File: src/rtl/divider_nbit.sv
// -----------------------------------------------------------------------------
// divider_nbit
//   Sequential restoring divider that produces one quotient bit per clock.
//   Operands are captured on the start edge, so they may change while the
//   operation runs. In signed mode the divider works on magnitudes and fixes
//   the signs afterwards, which gives truncating (round toward zero) division.
//   A result or error stays presented until GO is released.
//
// Parameters
//   WIDTH   operand/result width in bits (>= 2)
//   SIGNED  1'b0 = unsigned, 1'b1 = two's-complement
//
// Ports
//   clk        in   rising-edge system clock
//   rst        in   synchronous, active-high reset
//   GO         in   start request, level sampled in IDLE
//   dividend   in   X operand
//   divisor    in   Y operand
//   done       out  result or error valid (level)
//   error      out  divide-by-zero
//   ovf        out  signed overflow (MIN / -1); always 0 when unsigned
//   quotient   out  registered quotient
//   remainder  out  registered remainder
//   CS         out  current state code (IDLE=0 LOAD=1 ITER=2 FIX=3 DONE=4 ERR=5)
// -----------------------------------------------------------------------------
module divider_nbit #(
  parameter int WIDTH  = 4,
  parameter bit SIGNED = 1'b0
) (
  input  logic             clk,
  input  logic             rst,
  input  logic             GO,
  input  logic [WIDTH-1:0] dividend,
  input  logic [WIDTH-1:0] divisor,
  output logic             done,
  output logic             error,
  output logic             ovf,
  output logic [WIDTH-1:0] quotient,
  output logic [WIDTH-1:0] remainder,
  output logic [2:0]       CS
);

  // Counter must be able to hold WIDTH itself.
  localparam int CW = $clog2(WIDTH + 1);

  localparam logic [CW-1:0]    CNT_INIT = CW'(WIDTH);
  localparam logic [CW-1:0]    CNT_ONE  = {{(CW-1){1'b0}}, 1'b1};
  localparam logic [WIDTH-1:0] ZERO_W   = {WIDTH{1'b0}};
  localparam logic [WIDTH-1:0] ONE_W    = {{(WIDTH-1){1'b0}}, 1'b1};
  localparam logic [WIDTH-1:0] ALL1_W   = {WIDTH{1'b1}};
  localparam logic [WIDTH-1:0] MIN_W    = {1'b1, {(WIDTH-1){1'b0}}};

  typedef enum logic [2:0] {
    S_IDLE = 3'd0,
    S_LOAD = 3'd1,
    S_ITER = 3'd2,
    S_FIX  = 3'd3,
    S_DONE = 3'd4,
    S_ERR  = 3'd5
  } state_e;

  // Two's-complement negation.
  function automatic logic [WIDTH-1:0] neg_f(input logic [WIDTH-1:0] v);
    neg_f = (~v) + ONE_W;
  endfunction

  // Magnitude of an operand. MIN maps onto 2^(WIDTH-1), which still fits
  // because the datapath treats the magnitude as unsigned.
  function automatic logic [WIDTH-1:0] mag_f(input logic [WIDTH-1:0] v);
    if (SIGNED && v[WIDTH-1]) begin
      mag_f = neg_f(v);
    end else begin
      mag_f = v;
    end
  endfunction

  state_e           state_q;
  logic [WIDTH-1:0] dvd_q;      // captured dividend
  logic [WIDTH-1:0] dvs_q;      // captured divisor
  logic [WIDTH-1:0] r_q;        // partial remainder
  logic [WIDTH-1:0] x_q;        // dividend bits shifting out / quotient bits shifting in
  logic [WIDTH-1:0] y_q;        // divisor magnitude
  logic [CW-1:0]    cnt_q;      // quotient bits still to produce
  logic             qneg_q;     // quotient must be negated
  logic             rneg_q;     // remainder must be negated
  logic             done_q;
  logic             error_q;
  logic             ovf_q;
  logic [WIDTH-1:0] quot_q;
  logic [WIDTH-1:0] rem_q;

  // One restoring step. The shifted remainder needs WIDTH+1 bits: it can
  // reach 2*Y-1, which overflows WIDTH bits when Y is large.
  logic [WIDTH:0]   r_shift_s;
  logic [WIDTH:0]   diff_s;
  logic             ge_s;
  logic [WIDTH-1:0] r_next_d;
  logic [WIDTH-1:0] x_next_d;
  logic             ovf_case_s;

  // Shift-compare-subtract for the ITER state.
  always_comb begin
    r_shift_s = {r_q, x_q[WIDTH-1]};
    diff_s    = r_shift_s - {1'b0, y_q};
    // r_shift < 2*Y, so the difference lies in [-Y, Y) and its top bit is a
    // reliable sign: clear means the subtraction is kept.
    ge_s      = ~diff_s[WIDTH];
    if (ge_s) begin
      r_next_d = diff_s[WIDTH-1:0];
      x_next_d = {x_q[WIDTH-2:0], 1'b1};
    end else begin
      r_next_d = r_shift_s[WIDTH-1:0];
      x_next_d = {x_q[WIDTH-2:0], 1'b0};
    end
  end

  // MIN / -1 is the only signed quotient that does not fit in WIDTH bits.
  always_comb begin
    if (SIGNED && (dvd_q == MIN_W) && (dvs_q == ALL1_W)) begin
      ovf_case_s = 1'b1;
    end else begin
      ovf_case_s = 1'b0;
    end
  end

  // Control FSM, datapath registers and registered outputs.
  always_ff @(posedge clk) begin
    if (rst) begin
      state_q <= S_IDLE;
      dvd_q   <= ZERO_W;
      dvs_q   <= ZERO_W;
      r_q     <= ZERO_W;
      x_q     <= ZERO_W;
      y_q     <= ZERO_W;
      cnt_q   <= {CW{1'b0}};
      qneg_q  <= 1'b0;
      rneg_q  <= 1'b0;
      done_q  <= 1'b0;
      error_q <= 1'b0;
      ovf_q   <= 1'b0;
      quot_q  <= ZERO_W;
      rem_q   <= ZERO_W;
    end else begin
      case (state_q)
        S_IDLE: begin
          if (GO) begin
            dvd_q <= dividend;
            dvs_q <= divisor;
            if (divisor == ZERO_W) begin
              // Divide-by-zero is reported straight away; no iterations.
              state_q <= S_ERR;
              done_q  <= 1'b1;
              error_q <= 1'b1;
              ovf_q   <= 1'b0;
              quot_q  <= ZERO_W;
              rem_q   <= ZERO_W;
            end else begin
              state_q <= S_LOAD;
            end
          end else begin
            state_q <= S_IDLE;
          end
        end

        S_LOAD: begin
          r_q     <= ZERO_W;
          x_q     <= mag_f(dvd_q);
          y_q     <= mag_f(dvs_q);
          qneg_q  <= SIGNED & (dvd_q[WIDTH-1] ^ dvs_q[WIDTH-1]);
          rneg_q  <= SIGNED & dvd_q[WIDTH-1];
          cnt_q   <= CNT_INIT;
          state_q <= S_ITER;
        end

        S_ITER: begin
          r_q   <= r_next_d;
          x_q   <= x_next_d;
          cnt_q <= cnt_q - CNT_ONE;
          if (cnt_q == CNT_ONE) begin
            state_q <= S_FIX;
          end else begin
            state_q <= S_ITER;
          end
        end

        S_FIX: begin
          if (ovf_case_s) begin
            quot_q <= MIN_W;
            rem_q  <= ZERO_W;
            ovf_q  <= 1'b1;
          end else begin
            quot_q <= qneg_q ? neg_f(x_q) : x_q;
            rem_q  <= rneg_q ? neg_f(r_q) : r_q;
            ovf_q  <= 1'b0;
          end
          done_q  <= 1'b1;
          error_q <= 1'b0;
          state_q <= S_DONE;
        end

        // DONE and ERR hold until GO drops, so a held GO never restarts.
        S_DONE, S_ERR: begin
          if (!GO) begin
            state_q <= S_IDLE;
            done_q  <= 1'b0;
            error_q <= 1'b0;
            ovf_q   <= 1'b0;
          end else begin
            state_q <= state_q;
          end
        end

        default: begin
          state_q <= S_IDLE;
          done_q  <= 1'b0;
          error_q <= 1'b0;
          ovf_q   <= 1'b0;
        end
      endcase
    end
  end

  assign done      = done_q;
  assign error     = error_q;
  assign ovf       = ovf_q;
  assign quotient  = quot_q;
  assign remainder = rem_q;
  assign CS        = state_q;

endmodule
File: config.mk
export PLATFORM = sky130hd
export DESIGN_NAME = divider_nbit
export DESIGN_NICKNAME = d
export VERILOG_FILES = /design/src/rtl/divider_nbit.sv
export SDC_FILE = /design/constraint.sdc
export NUM_CORES = 1
export LEC_CHECK = 0
export CORE_ASPECT_RATIO = 1.2
export CORE_MARGIN = 10
export CORE_UTILIZATION = 48
export DETAILED_ROUTE_END_ITERATION = 10
export PLACE_DENSITY = 0.71
export SYNTH_ARGS = -nofsm -noshare
export SYNTH_HDL_FRONTEND = slang
export SYNTH_SLANG_ARGS = --single-unit
File: constraint.sdc
create_clock -name clk -period 2.15 [get_ports clk]
set_clock_uncertainty 0.1 [all_clocks]
set_input_delay 0.645 -clock clk [delete_from_list [all_inputs] [get_ports clk]]
set_output_delay 0.645 -clock clk [all_outputs]
set_load 0.02 [all_outputs]
==> results.txt, run 1 <==
The run finished with clean final reports. The net count after synthesis is 234. After synthesis, the mean cell area works out to 8.069 um2. Largest net degree at the start of global routing: 22. The tools report the number of DRC violations after detailed routing as 0. The type of the setup path with the least slack is flop to flop. The tool flagged a number of max-cap violations equal to 0. The logs give 41.35% for the register area share after synthesis and 0.1079 ns for the final worst slack. The residual antenna-violating net count after detailed routing is 0, and the overall fraction of global-route tracks in use is 13.00%. After global routing the overflow that remains totals 0. The number of clock buffers inserted by TritonCTS is 5, and the die outline area is 6452 um2. The count of fill cells added during filler insertion is 320, and the detailed-router iteration count before antenna repair is 4.

The initial antenna violation count is 0, and the count of flip-flops with a built-in enable after synthesis is 0. The ratio of total power to cell area came out at 741.3 nW/um2. The share of the synthesized area in compound gates (AO/OA/AOI/OAI) was 18.23%. Data arrives at the worst endpoint at 2.12 ns. Pre-CTS worst setup slack: -0.01817 ns.

TritonCTS built the clock tree. In this run the worst hold path is classified as flop to flop. The post-route netlist has 11.29% of its cells at a drive strength greater than 1. The static leakage was 0.0008203 uW; the xor/xnor share of the synthesized area was 0.5025%. Buffers inserted to repair hold after CTS numbered 0. Setup repair after global routing left no endpoint under its margin.

The run gives 23 as the count of standard-cell rows. STA puts the critical path data required time at 2.22 ns. The first-pass GRT wire length is 6699 um. The most used flip-flop cell after synthesis is dfxtp_1. The cell occurring most often along the worst timing path was inv_1. At the end of the flow, the number of nets in the layout was 265. Upper clock frequency limit: 489.7 MHz. The clock passes through at most 2 buffers. The number of buffers added on ports was 23; the post-detailed-placement half-perimeter wirelength was 2902 um. In this run, synthesis produced a sequential element count of 36.

For the number of global-route vias before repair, the log shows 1,435. Counting distinct cell types in the post-synthesis netlist gives 39. IR analysis of the VDD net gives a maximum drop of 0.4198 mV. The routed layout has 1,556 vias. The startpoint type of the worst setup path is a flop. The minimum period implied by the final worst setup slack is 2.042 ns, and the basic-gate share of the synthesized area counting and, or, nand and nor cells is 24.48%. Post-CTS timing repair inserted 0 buffers for setup. The clock net in this run drives a total of 36 sinks.

The detailed router finished its first iteration with 77 violations. Across the whole layout, storage elements account for 720.7 um2. Summing all multi-input logic gate instances after layout gives 919.6 um2. Of the total synthesized cell area, the portion taken by full adders, half adders and majority gates is 5.456%. STA classifies the critical path endpoint as a flop. The final antenna diode count is 0. After detailed placement, the design holds a cell count of 277. The number of max-slew violations in the final report came out at 0. Once layout is complete, the cells apart from fillers number 285. The share of the clock period used by the worst path was 94.98%; the hold violation count in the final report was 0.

After technology mapping, the gate count stands at 216. In the synthesized netlist the async set-or-reset flop fraction comes to 0%. Pin placement for this block handled 25 I/O pins.

The mean number of vias per cell works out to 5.460. The library cells used most frequently in the layout, excluding fill and tap cells, are dfxtp_1 (36), nand2_1 (36), a21oi_1 (28). The cell area after synthesis is 1743 um2, and the final weighted congestion of routability-driven global placement is 0.7947. Largest family of logic cells by synthesized area: simple AND/OR/NAND/NOR gates. The critical path goes through inv_1 -> ha_1 -> inv_1 -> fa_2 -> and3_2 -> or3_4 -> a21o_1 -> a32o_1.

Clock-pin slew was measured on the worst setup and hold paths at 0.07 ns. Of the post-synthesis cell area, the part taken by muxes is 3.446%. On the worst path, the slowest cell contributes a delay of 0.35 ns. The detailed-route wire length per cell works out to 13.53 um. CTS placed an instance of clkbuf_8 at the clock tree root.

For this block, the routed nets add up to 3857 um of wire. The die is 75.01 um wide. Once the floorplan was initialized, standard cells occupied 50.90% of the core. The largest individual stage delay along the critical path comes from the cell or3_4. The core region is 3425 um2.

Along the worst path, the maximum fanout reaches 5. The Yosys step of the flow raised 0 warnings. The relative area change from synthesis to final layout was 24.77%; the number of setup violations in the final report was 0. The die is 86.01 um tall.

The worst-case hold slack is 0.3568 ns, and the maximum level of the CTS H-tree is 2. The run gives 0.28 ns as the worst-skew pair later-pin latency. For the number of gates resized after CTS, the log shows 0.
layer usage:
metal / wire length [um] / track usage, % / vias up
met4: 55 / 5.517 / 0
met2: 1890 / 20.86 / 29
met3: 198 / 3.691 / 5
met5: 0 / 0 / -
li1: - / - / 807
met1: 1712 / 15.59 / 715
synth_stat cells (all sizes together) (2+ instances only):
library cell	instances	area (um2)
nand2	36	135.1
dfxtp	36	720.7
a211oi	4	30.03
clkbuf	6	22.52
and2	5	31.28
inv	10	37.54
mux2i	6	60.06
buf	8	50.05
o211ai	3	22.52
a21o	3	22.52
o21ai	6	30.03
ha	6	75.07
nand3	12	60.06
nor3b	2	31.28
a21oi	28	140.1
nor2	18	67.56
o22ai	2	12.51
nor3	2	10.01
nand3b	2	15.01
and3	5	33.78
nand4b	2	17.52
cell type report:
class,instances,area share (%)
flip-flops and latches,36,33.14
clock buffers,6,3.337
clock inverters,2,1.611
inverters,10,1.726
multi-input cells,156,42.29
well taps,37,2.129
repair buffers,38,15.77
kinds of logic (layout without fill, tap and decap cells):
| group | Yosys count | in the layout |
|---|---|---|
| muxes | 6 | 6 |
| buffers and inverters | 24 | 56 |
| xor gates and xnor gates | 1 | 1 |
| AOI/OAI and AO/OA | 53 | 53 |
| and+or+nand+nor | 88 | 88 |
| other | 1 | 1 |
| DFF | 36 | 36 |
| adders and majority gates | 7 | 7 |
worst paths after layout:
check | from | endpoint | slack, ns | cells past startpoint
setup / recovery | x_q[3] | r_q[2] | 0.11 | 8
hold reg to reg | dvd_q[1] | dvd_q[1] | 0.36 | 2
hold / removal | dvd_q[1] | dvd_q[1] | 0.36 | 2
setup reg to reg | x_q[3] | r_q[2] | 0.11 | 8
sequential cells by signal (all words and copies together) (netlist names):
register   cells
dvd_q          4
r_q            4
done           1
remainder      4
x_q            4
dvs_q          4
y_q            4
error          1
quotient       4
cnt_q          3
CS             3
power by group:
| group | total (uW) | leakage, uW | switching, uW | internal, uW |
|---|---|---|---|---|
| clock | 575 | 0.0000552 | 231 | 344 |
| sequential | 738 | 0.000293 | 28.2 | 709 |
| combinational | 300 | 0.000472 | 163 | 136 |
| total | 1610 | 0.000820 | 422 | 1190 |
stage by stage:
stage	utilization (%)	instance area, um2	power, uW	TNS (ns)
final	63.50	2175	1612	0
after floorplan	-	1743	960.4	0
after CTS	63.28	2167	1624	0
after detailed placement	60.14	2059	1050	-0.09423
after global routing	63.50	2175	1700	0
after global placement	60.14	2059	1046	0
worst max-delay path, delay by kind of cell (launching register included):
family / cells / cell delay (ns)
AO/OA/AOI/OAI: 2 / 0.39
flip-flops: 1 / 0.32
AND/OR/NAND/NOR: 2 / 0.54
adder cells (fa/ha/maj): 2 / 0.48
buffers and inverters: 2 / 0.10
Note: power is estimated with default switching activity, not from simulation.
==> run 2: changes to the inputs <==
--- a/config.mk
+++ b/config.mk
@@ -8,6 +8,7 @@
 export CORE_ASPECT_RATIO = 1.2
 export CORE_MARGIN = 10
 export CORE_UTILIZATION = 48
+export CTS_BUF_LIST = sky130_fd_sc_hd__clkbuf_8 sky130_fd_sc_hd__clkbuf_16
 export DETAILED_ROUTE_END_ITERATION = 10
 export PLACE_DENSITY = 0.71
 export SYNTH_ARGS = -nofsm -noshare
==> run 2 against run 1 <==
Against the previous run: combinational power about the same; cell area stayed put; critical path depth stayed put; clock-buffer cell count decreased by 1; global-route usage is the same; clock power decreased by 0.9%; worst hold slack is essentially flat; via count shrank 0.26%; largest power group unchanged.
==> results.txt, run 2 (synthesis gave the netlist of run 1 again) <==
The clock passes through at most 2 buffers. The run finished with clean final reports. The largest stage delay on the critical path was 0.35 ns.

The via count is 1,552. The run gives 2.12 ns as the data arrival time of the critical path. The run gives 0 ns as the aggregate negative setup slack. The run gives 489.7 MHz as the upper clock frequency limit. In the layout the commonest cells are dfxtp_1 (36), nand2_1 (36), a21oi_1 (28).

The ratio of total power to cell area came out at 739.2 nW/um2. The count of standard-cell rows was 23; the first-pass GRT wire length was 6699 um. The logs give 0 for the number of max-slew violations in the final report and 0 for the residual antenna-violating net count after detailed routing. Largest net degree at the start of global routing: 22. Clock-pin slew was measured on the worst setup and hold paths at 0.07 ns. The total clock sinks came out at 36.

In this run the worst hold path is classified as flop to flop. The run gives 6452 um2 as the die outline area. After detailed routing, the total wire length is 3858 um. The worst setup path is launched from a flop. Of all nets on the critical path, the largest fanout is 5.

Walking the worst path, the cells encountered are inv_1 -> ha_1 -> inv_1 -> fa_2 -> and3_2 -> or3_4 -> a21o_1 -> a32o_1. The relative area change from synthesis to final layout was 24.77%; the number of DRC violations after detailed routing was 0. For the worst flop-to-flop path, the logic depth is 8.

The cell at the slowest stage of the critical path is or3_4. The cell occurring most often along the worst timing path is inv_1. The setup slack on the worst flop-to-flop path was 0.11 ns; the mean number of vias per cell was 5.446. For the number of global-route vias before repair, the log shows 1,435. Registers take 720.7 um2. Input and output buffers added on the ports amount to 23.

TritonCTS built the clock tree. In the final layout, the share of cells above drive strength 1 is 11.29%. The run gives 0.28 ns as the worst-skew pair later-pin latency.

For the effective utilization at floorplan, the log shows 50.90%. After detailed routing, the average wire length per cell comes to 13.54 um. At the end of the flow, the number of nets in the layout was 265.

The total area inside the core boundary comes to 3425 um2. The most critical setup path has its startpoint at x_q[3]. Setup violations remaining at the end of the flow were counted as 0. The minimum period implied by the final worst setup slack is 2.042 ns. The number of clock buffers added by TritonCTS is 5. Global routing used 13.00% of the available tracks across all layers. Share of the clock period used by the worst path: 94.98%. The count of buffers added by post-CTS timing repair for setup is 0. The worst setup path is of the flop to flop kind. The filler cells instantiated in the layout total 320. IR analysis of the VDD net gives a maximum drop of 0.4063 mV.

Clock tree synthesis selected as its root buffer the cell clkbuf_8. The floorplan step set the die height to 86.01 um. The total overflow reported by the global router is 0. The worst register-to-register path begins at x_q[3]. The horizontal die dimension came out at 75.01 um.

The design draws 1608 uW. The H-tree was split into 2 levels. The congestion estimate from routability-driven global placement came to 0.7947.

After legalization and detailed placement, the total HPWL measured 2902 um. The DRC violation total after the first TritonRoute iteration is 76, and the static leakage is 0.0008245 uW. The initial antenna violation count is 0. For the number of placed I/O pins, the log shows 25.

The endpoint of the worst-slack reg-to-reg timing path was r_q[2]. The max-cap check violation count is 0, and the data required time at the worst endpoint is 2.22 ns. The detailed-router iteration count before antenna repair came out at 4. Final antenna diode count: 0. Setup repair after global routing left no endpoint under its margin. The tools report the footprint of the multi-input gates as 919.6 um2. The kind of capture point of the worst setup path was a flop.

In this run the worst setup path terminates at r_q[2]. The run gives 0 as the hold violation count in the final report.
## run 2: final cells by class
cell class	count	share of cell area (%)
Multi-Input combinational cell	156	42.29
Clock inverter	3	1.784
Sequential cell	36	33.14
Timing Repair Buffer	38	15.77
Clock buffer	5	3.165
Tap cell	37	2.129
Inverter	10	1.726
## run 2: how the worst min path moves through the flow
| stage | slack, ns | depth (start not counted) | startpoint | endpoint |
|---|---|---|---|---|
| global placement | 0.34 | 2 | dvd_q[1] | dvd_q[1] |
| CTS | 0.36 | 2 | dvd_q[1] | dvd_q[1] |
| floorplan | 0.34 | 2 | dvd_q[1] | dvd_q[1] |
| finish | 0.36 | 2 | dvd_q[1] | dvd_q[1] |
| global route | 0.39 | 2 | remainder[0] | remainder[0] |
| detailed placement | 0.35 | 2 | dvd_q[1] | dvd_q[1] |
## run 2: what timing repair did
action / CTS / global route
hold endpoints to repair: 0 / 0
hold buffers: 0 / 0
setup endpoints to repair: 0 / 5
resized for setup: 0 / 2
## run 2: worst max-delay path: cells and delay by family (launching register included)
family	cells	cell delay [ns]
simple gates	2	0.54
fa+ha+maj	2	0.48
flops	1	0.32
compound gates	2	0.39
buf+inv	2	0.10
## run 2: where the power goes
group	leakage (uW)	total (uW)	internal (uW)	switching [uW]
clock	0.0000593	570	339	231
sequential	0.000293	738	709	28.2
combinational	0.000472	300	136	163
total	0.000824	1610	1190	422
## run 2: stage by stage
step | utilization, % | setup WS, ns | cell area, um2 | hold slack [ns] | cells
after global placement | 60.14 | 0.009319 | 2059 | 0.3416 | 277
after CTS | 63.28 | 0.01944 | 2167 | 0.3578 | 285
final | 63.50 | 0.1080 | 2175 | 0.3568 | 285
after global routing | 63.50 | 0.01311 | 2175 | 0.3892 | 285
after detailed placement | 60.14 | -0.01817 | 2059 | 0.3475 | 277
after floorplan | - | 0.01521 | 1743 | 0.3357 | 216
## run 2: layer usage
| metal | global-route usage [%] | part of all wire (%) | wire length [um] | vias to the layer above |
|---|---|---|---|---|
| met5 | 0 | 0 | 0 | - |
| met4 | 5.517 | 1.4 | 55 | 0 |
| met3 | 3.691 | 4.9 | 190 | 5 |
| met2 | 20.86 | 49 | 1885 | 27 |
| met1 | 15.59 | 45 | 1727 | 713 |
| li1 | - | - | - | 807 |
